## src/rtl/sram_mem_stage.sv

```systemverilog
// sram_mem_stage: memory-stage controller placed after the EXE/MEM register.
// Each 32-bit load or store is split into two 16-bit SRAM accesses (low half
// first), and each half is held for WAIT_CYCLES+1 cycles. While an access is in
// flight, ready is held low to freeze the upstream pipeline.
//
// Ports
//   clk          rising-edge clock
//   rst          synchronous active-low reset
//   mem_read_in  load request
//   mem_write_in store request (wins if both are set)
//   ALU_res_in   byte address
//   val_Rm_in    store data
//   ready        high = pipeline may advance
//   rd_data      load result, valid in the cycle where ready rises after a load
//   sram_addr    SRAM half-word address
//   sram_dq_out  SRAM write data
//   sram_dq_in   SRAM read data (combinational from sram_addr)
//   sram_dq_oe   high = drive the data bus
//   sram_we_n    active-low write enable
module sram_mem_stage #(
  parameter int unsigned WAIT_CYCLES = 1,
  parameter logic [31:0] BASE_ADDR   = 32'd1024
) (
  input  logic        clk,
  input  logic        rst,
  input  logic        mem_read_in,
  input  logic        mem_write_in,
  input  logic [31:0] ALU_res_in,
  input  logic [31:0] val_Rm_in,
  output logic        ready,
  output logic [31:0] rd_data,
  output logic [17:0] sram_addr,
  output logic [15:0] sram_dq_out,
  input  logic [15:0] sram_dq_in,
  output logic        sram_dq_oe,
  output logic        sram_we_n
);

  localparam logic [1:0] StIdle  = 2'd0;
  localparam logic [1:0] StAccLo = 2'd1;
  localparam logic [1:0] StAccHi = 2'd2;
  localparam logic [1:0] StDone  = 2'd3;

  // A one-bit counter is kept even with no wait states so the width is never zero.
  localparam int unsigned CntW = (WAIT_CYCLES > 0) ? $clog2(WAIT_CYCLES + 1) : 1;
  localparam logic [CntW-1:0] CntMax = CntW'(WAIT_CYCLES);
  localparam logic [CntW-1:0] CntOne = CntW'(1);

  logic [1:0]      state_q, state_d;
  logic [CntW-1:0] cnt_q, cnt_d;
  logic [16:0]     idx_q, idx_d;
  logic [31:0]     wdata_q, wdata_d;
  logic            is_wr_q, is_wr_d;
  logic [31:0]     rd_data_q, rd_data_d;

  logic        req;
  logic        cnt_done;
  logic [31:0] byte_off;
  logic        unused_off_bits;

  assign req      = mem_read_in | mem_write_in;
  assign cnt_done = (cnt_q == CntMax);
  // Subtraction wraps modulo 2^32; only bits [18:2] form the word index.
  assign byte_off = ALU_res_in - BASE_ADDR;
  assign unused_off_bits = ^{byte_off[31:19], byte_off[1:0]};

  assign rd_data = rd_data_q;

  // Next-state logic
  always_comb begin
    state_d   = state_q;
    cnt_d     = cnt_q;
    idx_d     = idx_q;
    wdata_d   = wdata_q;
    is_wr_d   = is_wr_q;
    rd_data_d = rd_data_q;
    case (state_q)
      StIdle: begin
        if (req) begin
          state_d = StAccLo;
          cnt_d   = '0;
          idx_d   = byte_off[18:2];
          wdata_d = val_Rm_in;
          is_wr_d = mem_write_in;
        end
      end
      StAccLo: begin
        if (cnt_done) begin
          state_d = StAccHi;
          cnt_d   = '0;
          if (!is_wr_q) begin
            rd_data_d[15:0] = sram_dq_in;
          end
        end else begin
          cnt_d = cnt_q + CntOne;
        end
      end
      StAccHi: begin
        if (cnt_done) begin
          state_d = StDone;
          cnt_d   = '0;
          if (!is_wr_q) begin
            rd_data_d[31:16] = sram_dq_in;
          end
        end else begin
          cnt_d = cnt_q + CntOne;
        end
      end
      default: begin
        state_d = StIdle;
      end
    endcase
  end

  // Outputs. Reset gates the bus combinationally so an aborted store stops
  // writing in the very cycle reset is asserted.
  always_comb begin
    ready       = 1'b0;
    sram_addr   = '0;
    sram_dq_out = '0;
    sram_dq_oe  = 1'b0;
    sram_we_n   = 1'b1;
    if (!rst) begin
      ready = 1'b1;
    end else begin
      case (state_q)
        StIdle: begin
          ready = ~req;
        end
        StAccLo: begin
          sram_addr = {idx_q, 1'b0};
          if (is_wr_q) begin
            sram_we_n   = 1'b0;
            sram_dq_oe  = 1'b1;
            sram_dq_out = wdata_q[15:0];
          end
        end
        StAccHi: begin
          sram_addr = {idx_q, 1'b1};
          if (is_wr_q) begin
            sram_we_n   = 1'b0;
            sram_dq_oe  = 1'b1;
            sram_dq_out = wdata_q[31:16];
          end
        end
        default: begin
          ready = 1'b1;
        end
      endcase
    end
  end

  always_ff @(posedge clk) begin
    if (!rst) begin
      state_q   <= StIdle;
      cnt_q     <= '0;
      idx_q     <= '0;
      wdata_q   <= '0;
      is_wr_q   <= 1'b0;
      rd_data_q <= '0;
    end else begin
      state_q   <= state_d;
      cnt_q     <= cnt_d;
      idx_q     <= idx_d;
      wdata_q   <= wdata_d;
      is_wr_q   <= is_wr_d;
      rd_data_q <= rd_data_d;
    end
  end

endmodule
```

## config.mk

```make
export PLATFORM = sky130hd
export DESIGN_NAME = sram_mem_stage
export DESIGN_NICKNAME = d
export VERILOG_FILES = /design/src/rtl/sram_mem_stage.sv
export SDC_FILE = /design/constraint.sdc
export NUM_CORES = 1
export LEC_CHECK = 0
export ABC_AREA = 1
export BUFFER_PORTS_ARGS = -buffer_cell sky130_fd_sc_hd__buf_2
export CAP_MARGIN = 15
export CORE_MARGIN = 2
export CORE_UTILIZATION = 32
export DETAILED_ROUTE_END_ITERATION = 7
export PLACE_DENSITY = 0.61
export SKIP_CTS_REPAIR_TIMING = 1
export SLEW_MARGIN = 20
export SYNTH_ARGS = -nofsm -noshare
export SYNTH_HDL_FRONTEND = slang
export SYNTH_SLANG_ARGS = --single-unit
export TNS_END_PERCENT = 30
```

## constraint.sdc

```tcl
create_clock -name clk -period 2.2 [get_ports clk]
set_clock_uncertainty 0.05 [all_clocks]
set_input_delay 0.22 -clock clk [delete_from_list [all_inputs] [get_ports clk]]
set_output_delay 0.22 -clock clk [all_outputs]
set_load 0.05 [all_outputs]
```

==> summary.txt <==
Logic synthesis
  – Cell Area, Synth: ~3900 um2
  – Top_reg_cell synth: dfxtp_1
  – Most frequent cell after synthesis: nor2_1
  – Cell taking the most area after synthesis: dfxtp_1
  – Synth Register Bits: 85
  – Post-synthesis async set-or-reset flop share: 0%
  – Sequential share of the synthesized area: approximately 44%
  – Synth top area share: 44.2%
  – Top post-synthesis cells by count: nor2_1, dfxtp_1, inv_1
  – Synth Net Count: approximately 600
  – Post-Syn Area per Cell: about 7.6 um2
  – Top cells by area, synth: dfxtp_1, nor2_1, o21ai_0
  – Synth cell types: 29
  – Gate Count Post-Synth: approximately 510
  – Ys Warns: 0
  – Post-synth EDFFs: 0

Route
  – Pre-Repair DR Iteration Count: 5
  – DRT iter0 DRCs: 156
  – Routed wire per std cell: ~13 um
  – Vias per cell: approximately 4.6
  – Drt drc: 0
  – Final ANT Viol Nets: 0
  – Post-Route WL: roughly 10000 um
  – Vias: around 3,600

Min path
  – Worst Hold Depth: 2
  – Worst hold path type: input pin to flop
  – Min-delay src: ALU_res_in[10]
  – Hold EP: idx_q[8]$_SDFFE_PN0P_

Global route
  – Met2 Resource Use GR: ~27%
  – Overall routing resource usage: 15.5%
  – Met1 usage: around a fifth
  – GRT overflow: 0
  – Most crowded layer after global routing: met2
  – Met3 Track Usage GR: 3.03%
  – Largest net degree at the start of global routing: between 80 and 90
  – Initial antenna violation count: 0
  – First-pass GRT wire length: around 16,000 um
  – Vias in the first global route: between 3,000 and 4,000

STA
  – Worst-margin pin slew: roughly 0.35 ns
  – RSZ-0062 raised after global routing: true
  – Final Cycle Share: between 90% and 100%
  – Final hold violation count: 0
  – Final setup fails: 0
  – Relative slew slack: roughly three quarters
  – Final worst slack: 0.0985 ns
  – Max Slew Vio Count: 0
  – Post-route minimum period: between 2 and 2.5 ns
  – Max Clock Freq: 476 MHz
  – Final setup TNS: 0 ns

Worst setup path
  – Crit path capture type: primary output
  – Critical path arrival: 1.83 ns
  – Highest-delay cell along the critical path: dfxtp_2
  – Cell family contributing the most delay on the critical path: buffers and inverters
  – Crit path kind: flop to primary output
  – Worst R2R End: wdata_q[17]$_SDFFE_PN0P_
  – R2R Path Start: state_q[0]$_SDFFE_PN0P_
  – CP Launch Type: flop
  – CP max FO: 16
  – CP cell instances: inv_1 > ha_4 > nand2_2 > buf_6 > nor3b_1 > buf_4
  – Critical path buffers and inverters: 3
  – CP required: slightly below 2 ns
  – R2r setup slk: 0.48 ns
  – Slowest Stage Delay on Critical Path: 0.36 ns
  – Worst reg2reg path depth: 7

Finish
  – Filler cells: 1,213
  – Core Util, Final: a little over two fifths
  – FF/Latch Area: between 1500 and 2000 um2
  – Final nets: approximately 720
  – Multi-input gate area: ~1700 um2
  – Share of cells above drive strength 1: between 20 and 30%
  – ANT cells: 0
  – Synthesis-to-finish area growth: 32.1%

Power and ir drop
  – Internal: about 3.7 mW
  – Logic pwr share: between 30 and 40%
  – Seq pwr share: a little over a third
  – Total Power: roughly 6.0 mW
  – P_sw: roughly 2.3 mW
  – Switching Fraction: roughly two fifths
  – Clock power share: between 20% and 30%
  – Worst VDD drop: 0.000414 V
  – Leakage: around 2.4 nW
  – Pwr Density: about 1200 nW/um2

Floorplanning
  – Die area: about 13,000 um2
  – I/O pins: 153
  – Die Span X: around 110 um
  – Initial Utilization: approximately 32%
  – Row cnt: 40
  – Die height: about 110 um
  – Core ar.: about 12,000 um2

Run
  – Max-Cap Viols: 0

CTS
  – CTS tree: done
  – CTS Sinks: 85
  – Worst-Skew Late Latency: roughly 0.33 ns
  – Reg clk slew, reported paths: 0.06 ns
  – Max clock buf depth: 2
  – Clock buffer count from CTS: 9
  – CTS H-tree depth: 3
  – Clk root buf: clkbuf_16

Place
  – HPWL after DPL: between 6000 and 7000 um
  – GP Congestion: about 0.87
  – Pre-CTS WS: roughly 0.13 ns
  – IO Port Bufs: between 100 and 150

Outcome
  – Status: finished clean
sequential cells by signal, summed over array words and instances, names as in the netlist:
name	flops
idx_q	17
rd_data	32
is_wr_q	1
state_q	2
cnt_done	1
wdata_q	32
worst max-delay path by stage:
| stage | start | endpoint | slack (ns) | cells past startpoint |
|---|---|---|---|---|
| after floorplan | state_q[0]$_SDFFE_PN0P_ | sram_addr[10] | -0.31 | 5 |
| after global placement | state_q[0]$_SDFFE_PN0P_ | sram_addr[11] | 0.23 | 5 |
| after detailed placement | state_q[0]$_SDFFE_PN0P_ | sram_addr[9] | 0.13 | 5 |
| after CTS | state_q[0]$_SDFFE_PN0P_ | sram_addr[9] | -0.25 | 5 |
| after global routing | state_q[0]$_SDFFE_PN0P_ | sram_dq_out[15] | -0.03 | 8 |
| final | state_q[0]$_SDFFE_PN0P_ | sram_addr[1] | 0.1 | 6 |
cell families after synthesis:
kind of cell | synth area share [%]
buffers and inverters | 13.3
AOI/OAI and AO/OA | 21.2
adders and majority gates | 2.27
and+or+nand+nor | 18.5
xor gates and xnor gates | 0.455
DFF | 44.2
per-layer routing:
| layer | part of all wire, % | wire [um] |
|---|---|---|
| met5 | 0 | 0 |
| met4 | 1.6 | 163 |
| met1 | 45 | 4540 |
| met3 | 5.0 | 501 |
| met2 | 48 | 4780 |
metrics by stage:
stage / hold WS (ns) / instance area, um2 / cells
floorplan: 0.260 / 3850 / 508
global placement: 0.378 / 4580 / 767
detailed placement: 0.383 / 4580 / 767
CTS: 0.0387 / 4900 / 782
global route: 0.0485 / 5090 / 784
finish: 0.0540 / 5090 / 784
placed cells by master (no fill, tap or decap), drive strengths merged, types with 2 or more instances in the layout:
cell type  instances
a22o              16
inv               76
ha                 7
a21oi             42
nand2             36
o21ai             85
dfxtp             85
bufinv             2
nor3b             14
o21bai             2
clkbuf            25
nor2              98
nand3              8
nor3               3
buf              132
power by group through the flow:
stage,clock (mW),sequential [mW],combinational (mW)
2_1_floorplan,0,2.38,1.47
3_3_place_gp,0,2.14,2.09
3_5_place_dp,0,2.16,2.14
4_1_cts,1.66,2.13,2.14
5_1_grt,1.73,2.18,2.54
6_report,1.62,2.13,2.29
area by class of cell:
cell class / instances / area share, %
clock inverter: 4 / 1.43
timing repair buffer: 146 / 17.8
clock buffer: 11 / 4.77
multi-input combinational: 315 / 33.3
inverter: 76 / 5.60
tap: 147 / 3.61
sequential: 85 / 33.5
(Power assumes the default switching activity.)
